## src/rtl/dmem_arbiter.sv

```systemverilog
// dmem_arbiter: two-port round-robin arbiter and sequencer in front of a
// 256 x 64-bit data memory with synchronous write and registered read.
// Each access runs IDLE -> ISSUE -> WAIT -> RESP, so one access completes
// every four cycles, and the granted port sees a single-cycle ack.
// Optional feature macro: DMEM_ARB_BOUNDS_EN. When it is defined, an access
// with addr >= DEPTH is not sent to memory; it is acked with err=1 two
// cycles after the request is sampled. When it is undefined, no bounds
// check is made, err outputs stay 0, and every address goes to memory.
module dmem_arbiter #(
    parameter int ADDR_W = 64,
    parameter int DATA_W = 64,
    parameter int DEPTH  = 256
) (
    input  logic              clk,
    input  logic              rst,
    input  logic              r0_req,
    input  logic              r0_we,
    input  logic [ADDR_W-1:0] r0_addr,
    input  logic [DATA_W-1:0] r0_wdata,
    output logic              r0_ack,
    output logic [DATA_W-1:0] r0_rdata,
    output logic              r0_err,
    input  logic              r1_req,
    input  logic              r1_we,
    input  logic [ADDR_W-1:0] r1_addr,
    input  logic [DATA_W-1:0] r1_wdata,
    output logic              r1_ack,
    output logic [DATA_W-1:0] r1_rdata,
    output logic              r1_err,
    output logic [ADDR_W-1:0] mem_addr,
    output logic [DATA_W-1:0] mem_wdata,
    output logic              mem_read,
    output logic              mem_write,
    input  logic [DATA_W-1:0] mem_rdata,
    output logic              busy
);

`ifdef DMEM_ARB_BOUNDS_EN
    localparam logic BOUNDS_EN = 1'b1;
`else
    localparam logic BOUNDS_EN = 1'b0;
`endif

    localparam logic [ADDR_W-1:0] DEPTH_A = ADDR_W'(DEPTH);

    typedef enum logic [1:0] {
        IDLE  = 2'd0,
        ISSUE = 2'd1,
        WAIT  = 2'd2,
        RESP  = 2'd3
    } state_t;

    state_t              state_q;
    logic                gnt_q;         // granted port id
    logic                we_q;          // granted access is a write
    logic                oob_q;         // granted access was out of range
    logic                last_grant_q;  // port served by the last completed access
    logic [ADDR_W-1:0]   mem_addr_q;
    logic [DATA_W-1:0]   mem_wdata_q;
    logic                mem_read_q;
    logic                mem_write_q;
    logic                r0_ack_q;
    logic                r1_ack_q;
    logic                r0_err_q;
    logic                r1_err_q;
    logic [DATA_W-1:0]   r0_rdata_q;
    logic [DATA_W-1:0]   r1_rdata_q;
    logic                busy_q;

    logic                req_any_d;
    logic                gnt_d;
    logic                we_d;
    logic [ADDR_W-1:0]   addr_d;
    logic [DATA_W-1:0]   wdata_d;
    logic                oob_d;

    // Round-robin pick between the two requesters and mux the winner's fields.
    always_comb begin
        // NOTE: every output of this block gets a value before any branch so no latch is inferred.
        req_any_d = r0_req | r1_req;
        // Port 1 wins only when it asks alone, or on a tie when port 0 went last.
        gnt_d     = r1_req & (~r0_req | ~last_grant_q);
        we_d      = gnt_d ? r1_we    : r0_we;
        addr_d    = gnt_d ? r1_addr  : r0_addr;
        wdata_d   = gnt_d ? r1_wdata : r0_wdata;
        oob_d     = BOUNDS_EN & (addr_d >= DEPTH_A);
    end

    // Access sequencer: state, strobes, acks and read-data capture.
    always_ff @(posedge clk) begin
        if (rst) begin
            // NOTE: sequential state uses non-blocking assignments so every register samples pre-edge values.
            state_q      <= IDLE;
            gnt_q        <= 1'b0;
            we_q         <= 1'b0;
            oob_q        <= 1'b0;
            last_grant_q <= 1'b1;  // so port 0 wins the first tie
            mem_addr_q   <= '0;
            mem_wdata_q  <= '0;
            mem_read_q   <= 1'b0;
            mem_write_q  <= 1'b0;
            r0_ack_q     <= 1'b0;
            r1_ack_q     <= 1'b0;
            r0_err_q     <= 1'b0;
            r1_err_q     <= 1'b0;
            r0_rdata_q   <= '0;
            r1_rdata_q   <= '0;
            busy_q       <= 1'b0;
        end else begin
            // Strobes and acks are single-cycle pulses unless set below.
            mem_read_q  <= 1'b0;
            mem_write_q <= 1'b0;
            r0_ack_q    <= 1'b0;
            r1_ack_q    <= 1'b0;
            r0_err_q    <= 1'b0;
            r1_err_q    <= 1'b0;

            case (state_q)
                IDLE: begin
                    if (req_any_d) begin
                        gnt_q       <= gnt_d;
                        we_q        <= we_d;
                        oob_q       <= oob_d;
                        mem_addr_q  <= addr_d;
                        mem_wdata_q <= wdata_d;
                        busy_q      <= 1'b1;
                        if (oob_d) begin
                            // No memory cycle: one holding cycle, then RESP,
                            // which gives the two-cycle error latency.
                            state_q <= WAIT;
                        end else begin
                            mem_write_q <= we_d;
                            mem_read_q  <= ~we_d;
                            state_q     <= ISSUE;
                        end
                    end
                end

                ISSUE: begin
                    // Memory samples the strobes on this edge.
                    state_q <= WAIT;
                end

                WAIT: begin
                    // mem_rdata is valid now for a read issued last cycle.
                    if (!we_q && !oob_q) begin
                        if (gnt_q) r1_rdata_q <= mem_rdata;
                        else       r0_rdata_q <= mem_rdata;
                    end
                    if (gnt_q) begin
                        r1_ack_q <= 1'b1;
                        r1_err_q <= oob_q;
                    end else begin
                        r0_ack_q <= 1'b1;
                        r0_err_q <= oob_q;
                    end
                    last_grant_q <= gnt_q;
                    state_q      <= RESP;
                end

                RESP: begin
                    busy_q  <= 1'b0;
                    state_q <= IDLE;
                end

                default: begin
                    busy_q  <= 1'b0;
                    state_q <= IDLE;
                end
            endcase
        end
    end

    assign mem_addr  = mem_addr_q;
    assign mem_wdata = mem_wdata_q;
    assign mem_read  = mem_read_q;
    assign mem_write = mem_write_q;
    assign r0_ack    = r0_ack_q;
    assign r1_ack    = r1_ack_q;
    assign r0_err    = r0_err_q;
    assign r1_err    = r1_err_q;
    assign r0_rdata  = r0_rdata_q;
    assign r1_rdata  = r1_rdata_q;
    assign busy      = busy_q;

endmodule

```

## config.mk

```make
export PLATFORM = sky130hd
export DESIGN_NAME = dmem_arbiter
export DESIGN_NICKNAME = d
export VERILOG_FILES = /design/src/rtl/dmem_arbiter.sv
export SDC_FILE = /design/constraint.sdc
export NUM_CORES = 1
export LEC_CHECK = 0
export ABC_CLOCK_PERIOD_IN_PS = 4800
export CAP_MARGIN = 20
export CORE_AREA = 4 4 228 230
export DETAILED_ROUTE_END_ITERATION = 7
export DIE_AREA = 0 0 232 234
export PLACE_DENSITY_LB_ADDON = 0.08
export SYNTH_ARGS = -nofsm -noshare
export SYNTH_HDL_FRONTEND = slang
export SYNTH_SLANG_ARGS = --single-unit
export TNS_END_PERCENT = 50
```

## constraint.sdc

```tcl
create_clock -name clk -period 4.8 [get_ports clk]
set_input_delay 0.72 -clock clk [delete_from_list [all_inputs] [get_ports clk]]
set_output_delay 0.72 -clock clk [all_outputs]
set_load 0.01 [all_outputs]
```

* Word-level counts from Yosys, hierarchy flattened
Index checks and enable logic that the tools add are counted.
** Storage, ports and cells
- Bits in registers :: 266
- Bits in latches :: 0
- RAM bits :: 0
- Memory bits (read-only) :: 0
- Word-level logic and storage cells :: 45
- Memories kept :: 0
** Cells by class
- $add $sub $neg :: 0
- Multipliers :: 0
- Divide/modulo/power cells :: 0
- Magnitude comparators :: 0
- Equal/unequal tests :: 4
- Shifts and indexed selects :: 0
- Mux-type cells :: 9
- Bitwise gates (word level) :: 10
- Reduce and logical (&&, ||, !) cells :: 9
** Operators by type and width (number)
- $mux 64 :: 2
- $pmux 2 s4 :: 1
- $not 1->1 :: 7
- $reduce_and 3->1 :: 2
- $eq 2x2->1 const B :: 2
- $mux 1 :: 4
- $reduce_and 2->1 :: 2
- $reduce_or 3->1 :: 1
- $eq 2x1->1 const B :: 1
- $logic_not 2->1 :: 1
- $mux 2 :: 1
- $ne 2x2->1 const B :: 1
- $or 1x1->1 :: 2
- $pmux 1 s2 :: 1
- $reduce_bool 2->1 :: 1
- $reduce_or 2->1 :: 1
- $and 1x1->1 :: 1
- $logic_not 1->1 :: 1

* Longest topological paths before layout
Gate-level depths: netlist of run 1.
- Word-level depth :: 5
- Depth in mapped cells :: 8
- Gate-level depth less buffers :: 5

* Least setup slack after synthesis of run 1
OpenSTA, ideal clock, no wires.
- Kind :: input to register
- Start :: in rst
- End :: reg busy_q (netlist: busy)
- Data arrival time :: 1.474 ns
- Data required time :: 4.666 ns
- Setup slack :: 3.192 ns
- Cell stages on the path :: 4
- Path through :: clkbuf_1 clkbuf_1 clkbuf_1 a211oi_1
** RTL lines
- start: declaration :: RTL line 15 : input logic rst,
- end signal: assignment :: RTL line 108 : busy_q <= 1'b0;
- end signal: assignment :: RTL line 126 : busy_q <= 1'b1;
- end signal: assignment :: RTL line 162 : busy_q <= 1'b0;
- end: declaration :: RTL line 68 : logic busy_q;
No word-level cell between the ends.

* Worst setup path in the final report of run 1
- Start :: in r0_req
- End :: reg mem_wdata_q[56] (netlist: mem_wdata[56])
** Between the ends
- Word-level cells in the longest chain between the ends :: 4
- Elaborated cells between the ends (all ways) :: 6
- Those cells by class :: mux: 1; bitwise: 4; reduce/logical: 1
** Ends and longest elaborated chain
- start: declaration :: RTL line 16 : input logic r0_req,
- $not 1->1 :: RTL line 82 : gnt_d = r1_req & (~r0_req | ~last_grant_q);
- $or 1x1->1 :: RTL line 82
- $and 1x1->1 :: RTL line 82
- $mux 64 :: RTL line 85 : wdata_d = gnt_d ? r1_wdata : r0_wdata;
- end signal: assignment :: RTL line 125 : mem_wdata_q <= wdata_d;
- end: declaration :: RTL line 59 : logic [DATA_W-1:0] mem_wdata_q;
Parallel ways exist; a longest one is shown, timed or not.
A chain may end at the register's enable or synchronous reset.

==> results.md, run 1 <==
- Status: finished clean
- Switching share of power: 0.348
- CTS tree: built
- Part of the power in registers: 0.327
- Die ar.: 54,300 um^2
- Synth Register Bits: 266
- Min-delay worst type: reg2reg
- Share of post-route cells with drive strength above 1: 0.0418
- Cts bufs inserted: 35
- Vias/cell: 4.40
- Starting Density: 0.209
- Yosys cell types: 25
- CP Data Arrival Time: 2.96 ns
- Avg WL per Cell: 20.0 um
- DR vias: 11,200
- PortBufs: 586
- Post-DP HPWL: 36,400 um
- Filler cells: 5,301
- Worst path max stage delay: 0.75 ns
- Initial DRT Pass Iterations: 5
- Ys async rst share: 0
- Synth warn: 0
- Crit path capture type: register
- CTS max path bufs: 3
- DR iter-0 viols: 483
- Post-layout minimum cycle time: 2.54 ns
- LEAKAGE: 6.48 nW
- Clk_lat worst skew: 0.53 ns
- DIE WIDTH: 232 um
- Clock skew: 0.0122 ns
- Chip height: 234 um
- Slowest-stage cell, CP: o21a_4
- Max Slew Vio Count: 0
- Kind of critical path: in2reg
- Crit path max fanout: 73
- Post-synth EDFFs: 0
- RSZ-0062 raised after global routing: no
- Seq/Total Area, Yosys: 0.510
- F_max: 394 MHz
- Worst VDD drop: 0.220 mV
- CP required: 5.23 ns
- Residual DRC: 0
- Num rows: 82
- Main synth FF type: dfxtp_1
- Vias in the first global route: 11,500
- Gr ovfl total: 0
- Cell internal pwr: 0.00607 W
- GPL Wtd Cong: 0.801
- Worst-path clk slew: 0.05 ns
- Share of power burned in the clock network: 0.281
- Switch Pwr: 0.00323 W
- Routed WL: 50,800 um
- Initial antenna violation count: 13
- Yosys top cell area share: 0.510
- Synthesized cell area: 10,400 um^2
- Layout Nets: 2,175
- Final setup viols: 0
- Placeable Area: 49,900 um^2
- Worst Setup Start Kind: primary input
- Top cell type by total area after synthesis: dfxtp_1
- Hold buffer count at CTS: 0
- Post-CTS Setup Inserts: 0
- Clock Tree Root: clkbuf_16
- Global Route Usage Sum: 0.178
- Worst-Margin Slew: 0.886 ns
- Post-CTS Resized: 0
- Mean Syn Cell Area: 7.93 um^2
- Post-Syn Instances: 1,315
- Power, Total: 0.00930 W
- Logic gate share of total power: 0.392
- Num Clock Sinks: 266
- Setup TNS: 0 ns
- Hold Fails Final Rpt: 0
- H-tree Lvls: 2
- Tcrit/Tclk final: 0.528
- Slew headroom: 0.407
- Power per cell area: 521 nW/um^2
- First-pass GRT wire length: 74,100 um
- Max-cap violations: 0
- Largest cells by area after synthesis: dfxtp_1, nand2_1, a21oi_1, a211oi_1, nor2_1
- Top-level port count: 589
- Largest net degree at the start of global routing: 107
- Crit path cell chain: clkdlybuf4s50_1 > o21a_4 > buf_12 > nor2_1 > a211oi_1
- Area Overhead vs Synth: 71.1%
- Detail Route Antenna Nets: 0
[power groups by stage]
| stage | Combinational, W | Clock, W | Sequential (W) |
|---|---|---|---|
| 2_1_floorplan | 0.00161 | 0 | 0.00330 |
| 6_report | 0.00365 | 0.00261 | 0.00304 |
| 4_1_cts | 0.00373 | 0.00272 | 0.00305 |
| 3_5_place_dp | 0.00371 | 0 | 0.00308 |
| 3_3_place_gp | 0.00371 | 0 | 0.00307 |
| 5_1_grt | 0.00401 | 0.00280 | 0.00311 |
[per-layer routing]
metal | GRT usage | vias to the layer above | share of wire
met3 | 0.0835 | 80 | 0.11
met1 | 0.205 | 5216 | 0.39
met5 | 0 | - | 0.0013
li1 | - | 5472 | -
met4 | 0.0572 | 10 | 0.026
met2 | 0.295 | 415 | 0.47
[stage by stage]
step | std cells | cell area, um^2 | hold slack [ns] | utilization | worst slack [ns]
6_report | 2544 | 17900 | 0.450 | 0.358 | 2.26
5_1_grt | 2541 | 17800 | 0.467 | 0.358 | 2.14
4_1_cts | 2536 | 17800 | 0.454 | 0.358 | 2.29
3_5_place_dp | 2479 | 16700 | 0.446 | 0.335 | 1.73
3_3_place_gp | 2479 | 16700 | 0.440 | 0.335 | 1.76
2_1_floorplan | 1316 | 10400 | 0.468 | - | 3.19
[cell type report]
type                       instances  area [um^2]  share of cell area
tap                              672          841              0.0471
antenna                            8         20.0             0.00112
inverter                           3         11.3            0.000631
timing repair buffer             608         6070               0.340
sequential                       266         5330               0.298
multi-input combinational        930         4460               0.250
clock buffer                      54         1060              0.0594
clock inverter                     3         65.1             0.00364
[path summary, 6_finish.rpt]
kind | startpoint | end | slack (ns) | cells past startpoint
worst min-delay path | r1_rdata[45]$_SDFFE_PP0P_ | r1_rdata[45]$_SDFFE_PP0P_ | 0.45 | 2
worst max-delay path | r0_req | mem_wdata[56]$_SDFFE_PP0P_ | 2.26 | 5
worst min register to register | r1_rdata[45]$_SDFFE_PP0P_ | r1_rdata[45]$_SDFFE_PP0P_ | 0.45 | 2
worst max register to register | state_q[0]$_SDFFE_PP0P_ | mem_wdata[56]$_SDFFE_PP0P_ | 2.39 | 6
[Yosys cell counts (all sizes together), types with 2 or more instances]
master and number:
inv 3, and3b 2, clkbuf 35, dfxtp 266
nor3b 3, ha 5, a21oi 257, o21ai 2
or3b 2, nor2 134, mux2i 2, nand2 384
a211oi 131, buf 82
[cell usage in the layout, fill, tap and decap left out]
cell type | netlist | routed
a21bo_4 | 0 | 1
clkinv_2 | 0 | 1
clkbuf_16 | 0 | 37
nor3b_1 | 3 | 2
diode_2 | 0 | 8
clkdlybuf4s50_1 | 0 | 585
bufinv_16 | 0 | 2
nor3_1 | 1 | 1
buf_12 | 0 | 3
nand2_1 | 384 | 384
nor2_1 | 134 | 134
a211oi_1 | 131 | 131
ha_1 | 5 | 5
a21oi_1 | 257 | 257
inv_1 | 3 | 3
clkbuf_1 | 35 | 10
o21ai_4 | 0 | 1
o21ai_0 | 1 | 1
a22oi_1 | 1 | 1
mux2i_1 | 2 | 2
clkbuf_8 | 0 | 8
and3b_1 | 2 | 1
or3b_2 | 2 | 2
dfxtp_1 | 266 | 266
nand3b_1 | 1 | 1
conb_1 | 1 | 2
o21a_4 | 0 | 1
nor3b_2 | 0 | 1
a21boi_4 | 0 | 1
and3b_2 | 0 | 1
buf_4 | 17 | 19
[kinds of logic (layout without fill, tap and decap cells)]
| kind of cell | count (synthesis) | after routing | share of synthesized area |
|---|---|---|---|
| buffers and inverters | 120 | 668 | 0.0660 |
| other | 1 | 10 | 0.000359 |
| flip-flops | 266 | 266 | 0.510 |
| multiplexers | 2 | 2 | 0.00192 |
| AND/OR/NAND/NOR | 527 | 527 | 0.193 |
| AO/OA/AOI/OAI | 394 | 394 | 0.222 |
| adder cells (fa/ha/maj) | 5 | 5 | 0.00600 |
[registers in the layout, summed over array words and instances (netlist names)]
| register | count |
|---|---|
| last_grant_q | 1 |
| r1_ack | 1 |
| we_q | 1 |
| mem_write | 1 |
| r1_rdata | 64 |
| r0_ack | 1 |
| gnt_q | 1 |
| state_q | 2 |
| mem_addr | 64 |
| r0_rdata | 64 |
| mem_read | 1 |
| busy | 1 |
| mem_wdata | 64 |
[critical path: cells and delay by family]
kind | cells | cell delay, ns
buffers and inverters | 2 | 1.08
and+or+nand+nor | 1 | 0.08
AOI/OAI and AO/OA | 2 | 1.00
(Power assumes the default switching activity.)
==> run 2, diff against run 1 <==
- ABC_CLOCK_PERIOD_IN_PS: 4800 -> 2100
- CORE_AREA: 4 4 228 230 -> 4 4 224 226
- DIE_AREA: 0 0 232 234 -> 0 0 228 230
- clock period: 4.8 -> 2.1 ns (I/O delays scaled with it)
==> run 2 against run 1 <==
Global-route usage is 0.79 points higher. Core utilization is 1.8 points higher. Total power is 130% higher. Clock skew hardly changed. Non-clock buffer count is 25 higher. Final cell count is 0.71% lower. Cell area is 1.9% higher. Sequential share of layout area is 0.57 points lower. Clock power is 130% higher. Count of clock-buffer cells in the layout is 1 higher. Highest routed layer unchanged. Via count is 1.2% higher. Flip-flop and latch count stayed put.
==> results.md, run 2 (synthesized netlist as in run 1, its figures left out) <==
- Switch Pwr: 0.00759 W
- Crit path cell chain: clkdlybuf4s50_1
- Top-level port count: 589
- Initial antenna violation count: 15
- Most common cell after layout, fill and taps aside: clkdlybuf4s50_1
- DR vias: 11,300
- Max-cap violations: 0
- Routed WL: 51,200 um
- Reg2reg setup slack: 0.34 ns
- Power, Total: 0.0216 W
- Detail Route Antenna Nets: 0
- Logic gate share of total power: 0.404
- Post-DP HPWL: 37,800 um
- Cell internal pwr: 0.0140 W
- Switching share of power: 0.351
- Avg WL per Cell: 20.3 um
- R2R depth: 6
- Clock skew: 0.0117 ns
- H-tree Lvls: 2
- Vias/cell: 4.49
- Met1 Use GR: 0.213
- DR iter-0 viols: 495
- Share of post-route cells with drive strength above 1: 0.0580
- DIE WIDTH: 228 um
- Min-delay worst type: in2reg
- Top Usage Layer GRT: met2
- Initial DRT Pass Iterations: 4
- Part of the power in registers: 0.323
- PortBufs: 586
- Num Clock Sinks: 266
- Crit path max fanout: 2
- CP required: 1.78 ns
- Cts bufs inserted: 35
- Chip height: 230 um
- CTS max path bufs: 3
- Worst hold path depth: 2
- CP Data Arrival Time: 1.60 ns
- Setup TNS: 0 ns
- Share of power burned in the clock network: 0.273
- Design area: 18,200 um^2
- Largest net degree at the start of global routing: 65
- First-pass GRT wire length: 75,600 um
- Die ar.: 52,400 um^2
- Post-CTS Resized: 0
- Worst VDD drop: 0.571 mV
- Worst path max stage delay: 0.73 ns
- Residual DRC: 0
- Stages on worst setup path: 1
- Worst Setup Start Kind: register
- Placed cell count: 2,454
- Hold buffer count at CTS: 0
- Power per cell area: 1190 nW/um^2
- Post-DP Area: 17,000 um^2
- Placeable Area: 48,300 um^2
- Gr ovfl total: 0
- Post-layout minimum cycle time: 1.91 ns
- Post-CTS Setup Inserts: 0
- Final worst setup slack: 0.188 ns
- Dpl ws: 0.0303 ns
- GPL Wtd Cong: 0.828
- CTS tree: built
- Most frequent cells in the layout: clkdlybuf4s50_1, nand2_1, dfxtp_1
- Hold Fails Final Rpt: 0
- Starting Density: 0.216
- Finished Layout Cells: 2,526
- LEAKAGE: 6.68 nW
- Num rows: 81
- Max Slew Vio Count: 0
- Met2 usage: 0.314
- F_max: 523 MHz
- Clock Tree Root: clkbuf_16
- Worst-path clk slew: 0.06 ns
- Delay-heaviest family, CP: buffers and inverters
- Area Overhead vs Synth: 74.4%
- Layout Nets: 2,200
- Crit path capture type: primary output
- Global Route Usage Sum: 0.186
- Slowest-stage cell, CP: clkdlybuf4s50_1
- Met3 Use GR: 0.0788
- Clk_lat worst skew: 0.53 ns
- RSZ-0062 raised after global routing: no
- Vias in the first global route: 11,700
- Final setup viols: 0
- Status: finished clean
- Critical path buffer and inverter count: 1
- Tcrit/Tclk final: 0.910
- Kind of critical path: reg2out
==> run 2: cell count changes in the layout (fill, tap and decap cells not counted), sizes merged <==
cell	delta
diode	+1
bufinv	-2
clkbuf	+1
buf	+25
inv	+1
clkinv	+4
clkinvlp	+2
==> run 2: area by class of cell <==
type / count / area [um^2]
Fill cell: 4998 / 30100
Timing Repair Buffer: 633 / 6470
Sequential cell: 266 / 5330
Multi-Input combinational cell: 930 / 4460
Clock buffer: 55 / 1070
Tap cell: 622 / 778
Clock inverter: 8 / 60.1
Antenna cell: 9 / 22.5
Inverter: 3 / 11.3
==> run 2: final timing paths <==
check / from / to
worst max-delay path: mem_addr[63]$_SDFFE_PP0P_ / mem_addr[63]
worst min-delay path: rst / state_q[1]$_SDFFE_PP0P_
worst max register to register: state_q[0]$_SDFFE_PP0P_ / mem_wdata[11]$_SDFFE_PP0P_
worst min register to register: r0_rdata[45]$_SDFFE_PP0P_ / r0_rdata[45]$_SDFFE_PP0P_
==> run 2: metrics by stage <==
| stage | hold WS, ns | utilization |
|---|---|---|
| after CTS | 0.256 | 0.376 |
| after floorplan | 0.451 | - |
| after detailed placement | 0.447 | 0.353 |
| final | 0.290 | 0.377 |
| after global placement | 0.441 | 0.353 |
| after global routing | 0.316 | 0.376 |
==> run 2: power groups by stage <==
stage / Sequential, W / Combinational, W / Clock [W]
final: 0.00699 / 0.00873 / 0.00590
after global routing: 0.00713 / 0.00957 / 0.00632
after CTS: 0.00699 / 0.00890 / 0.00614
after detailed placement: 0.00706 / 0.00886 / 0
after global placement: 0.00704 / 0.00885 / 0
after floorplan: 0.00753 / 0.00369 / 0
==> run 2: routing by layer <==
layer  part of all wire  wire, um
met5             0.0016        81
met4              0.029      1510
met3              0.093      4760
met2               0.47     24300
met1               0.40     20500
==> run 3, diff against run 2 <==
- CORE_AREA: 4 4 224 226 -> 2 2 229 231
- DIE_AREA: 0 0 228 230 -> 0 0 231 233
==> run 3 against run 2 <==
Wire length is 0.13% lower. Total power is 1.3% higher. Combinational power is 0.9% higher. Register-to-register slack hardly changed. Flip-flop and latch count stayed put. Die area is 2.6% higher. Clock power is 3.9% higher. Final cell count is 2.5% higher. Count of clock-buffer cells in the layout is 8 lower. Cell area is 1.3% higher. Critical path type unchanged. Largest power group unchanged.
==> results.md, run 3 (synthesized netlist as in run 1, its figures left out) <==
- Most common cell after layout, fill and taps aside: clkdlybuf4s50_1
- Clk_lat worst skew: 0.54 ns
- Residual DRC: 0
- Avg WL per Cell: 19.7 um
- Tcrit/Tclk final: 0.877
- Vias/cell: 4.33
- Crit path max fanout: 2
- Crit path capture type: primary output
- CP required: 1.78 ns
- CP Data Arrival Time: 1.53 ns
- H-tree Lvls: 2
- Initial DRT Pass Iterations: 4
- Area Overhead vs Synth: 76.7%
- Post-CTS Resized: 0
- Worst-path clk slew: 0.06 ns
- Delay-heaviest family, CP: buffers and inverters
- Share of post-route cells with drive strength above 1: 0.0636
- Final setup viols: 0
- Global Route Usage Sum: 0.183
- Finished Layout Cells: 2,590
- F_max: 543 MHz
- Hold_ws: 0.322 ns
- Starting Density: 0.204
- Status: finished clean
- Slowest-stage cell, CP: clkdlybuf4s50_1
- CP Launch Point: mem_addr[63]$_SDFFE_PP0P_
- Largest net degree at the start of global routing: 65
- Hold buffer count at CTS: 0
- Most frequent cells in the layout: clkdlybuf4s50_1, nand2_1, dfxtp_1
- Post-DP Area: 17,200 um^2
- Num rows: 83
- Cts bufs inserted: 36
- Detail Route Antenna Nets: 0
- Post-CTS Setup Inserts: 0
- Layout Nets: 2,210
- Clock Tree Root: clkbuf_16
- Hold Fails Final Rpt: 0
- First-pass GRT wire length: 74,200 um
- R2R depth: 6
- Clock skew: 0.0142 ns
- DR iter-0 viols: 380
- DR vias: 11,200
- Placeable Area: 51,100 um^2
- Kind of critical path: reg2out
- Initial antenna violation count: 13
- Critical Path End: mem_addr[63]
- DIE WIDTH: 231 um
- CTS tree: built
- Design area: 18,400 um^2
- R2r startpoint: state_q[0]$_SDFFE_PP0P_
- Routed WL: 51,100 um
- GPL Wtd Cong: 0.796
- CTS max path bufs: 3
- PortBufs: 586
- Worst Setup Start Kind: register
- R2R Path End: r0_rdata[20]$_SDFFE_PP0P_
- LEAKAGE: 6.77 nW
- Worst-Margin Slew: 0.526 ns
- Crit path cell chain: clkdlybuf4s50_1
- Chip height: 233 um
- Die ar.: 53,800 um^2
- Top-level port count: 589
- RSZ-0062 raised after global routing: no
- Slew headroom: 0.649
- Vias in the first global route: 11,500
- Setup TNS: 0 ns
- Reg2reg setup slack: 0.33 ns
- Worst path max stage delay: 0.65 ns
- Max Slew Vio Count: 0
- Worst VDD drop: 0.541 mV
- Num Clock Sinks: 266
- Gr ovfl total: 0
- Power per cell area: 1190 nW/um^2
- Fin util: 0.361
- Min-delay worst type: in2reg
- Critical path buffer and inverter count: 1
- Stages on worst setup path: 1
- Placed cell count: 2,521
- Max-cap violations: 0
- Post-layout minimum cycle time: 1.84 ns
- Post-DP HPWL: 37,700 um
## run 3: cell count changes in the layout (fill, tap and decap cells not counted), sizes merged
cell	change
diode	-1
bufinv	+3
clkinv	+3
buf	+9
clkbuf	-8
## run 3: worst reg2reg max path, stage by stage (launching register included)
cell	delay, ns
dfxtp_1	0.32
inv_1	0.12
ha_1	0.23
or3b_2	0.49
buf_12	0.20
nand2_1	0.22
a21oi_1	0.07
## run 3: layer usage
layer / GRT usage / part of all wire / vias up
li1: - / - / 5555
met1: 0.211 / 0.40 / 5188
met2: 0.303 / 0.47 / 401
met3: 0.0820 / 0.10 / 72
met4: 0.0587 / 0.024 / 10
met5: 0 / 0.0013 / -
## run 3: worst min-delay path by stage
stage / startpoint / end / slack [ns] / cells past startpoint
after floorplan: mem_rdata[0] / r0_rdata[0]$_SDFFE_PP0P_ / 0.45 / 2
after global placement: r0_rdata[7]$_SDFFE_PP0P_ / r0_rdata[7]$_SDFFE_PP0P_ / 0.44 / 2
after detailed placement: r0_rdata[7]$_SDFFE_PP0P_ / r0_rdata[7]$_SDFFE_PP0P_ / 0.45 / 2
after CTS: r0_wdata[61] / mem_wdata[61]$_SDFFE_PP0P_ / 0.29 / 3
after global routing: r0_wdata[44] / mem_wdata[44]$_SDFFE_PP0P_ / 0.31 / 3
final: rst / gnt_q$_SDFFE_PP0P_ / 0.32 / 2
## run 3: power breakdown
group          leakage, nW  switching, W  internal [W]
sequential            2.18      0.000665       0.00628
clock                0.574       0.00241       0.00373
combinational         4.02       0.00451       0.00429
## run 3: cell type report
type / instances / area (um^2)
fill: 5339 / 32700
timing repair buffer: 642 / 6600
sequential: 266 / 5330
multi-input combinational: 930 / 4460
clock buffer: 47 / 1000
tap: 680 / 851
clock inverter: 14 / 165
antenna: 8 / 20.0
inverter: 3 / 11.3
## run 3: through the flow
step	power (W)	setup WS (ns)
after CTS	0.0224	0.194
after global placement	0.0160	0.107
final	0.0219	0.257
after detailed placement	0.0160	0.0671
after floorplan	0.0112	0.504
after global routing	0.0234	0.183
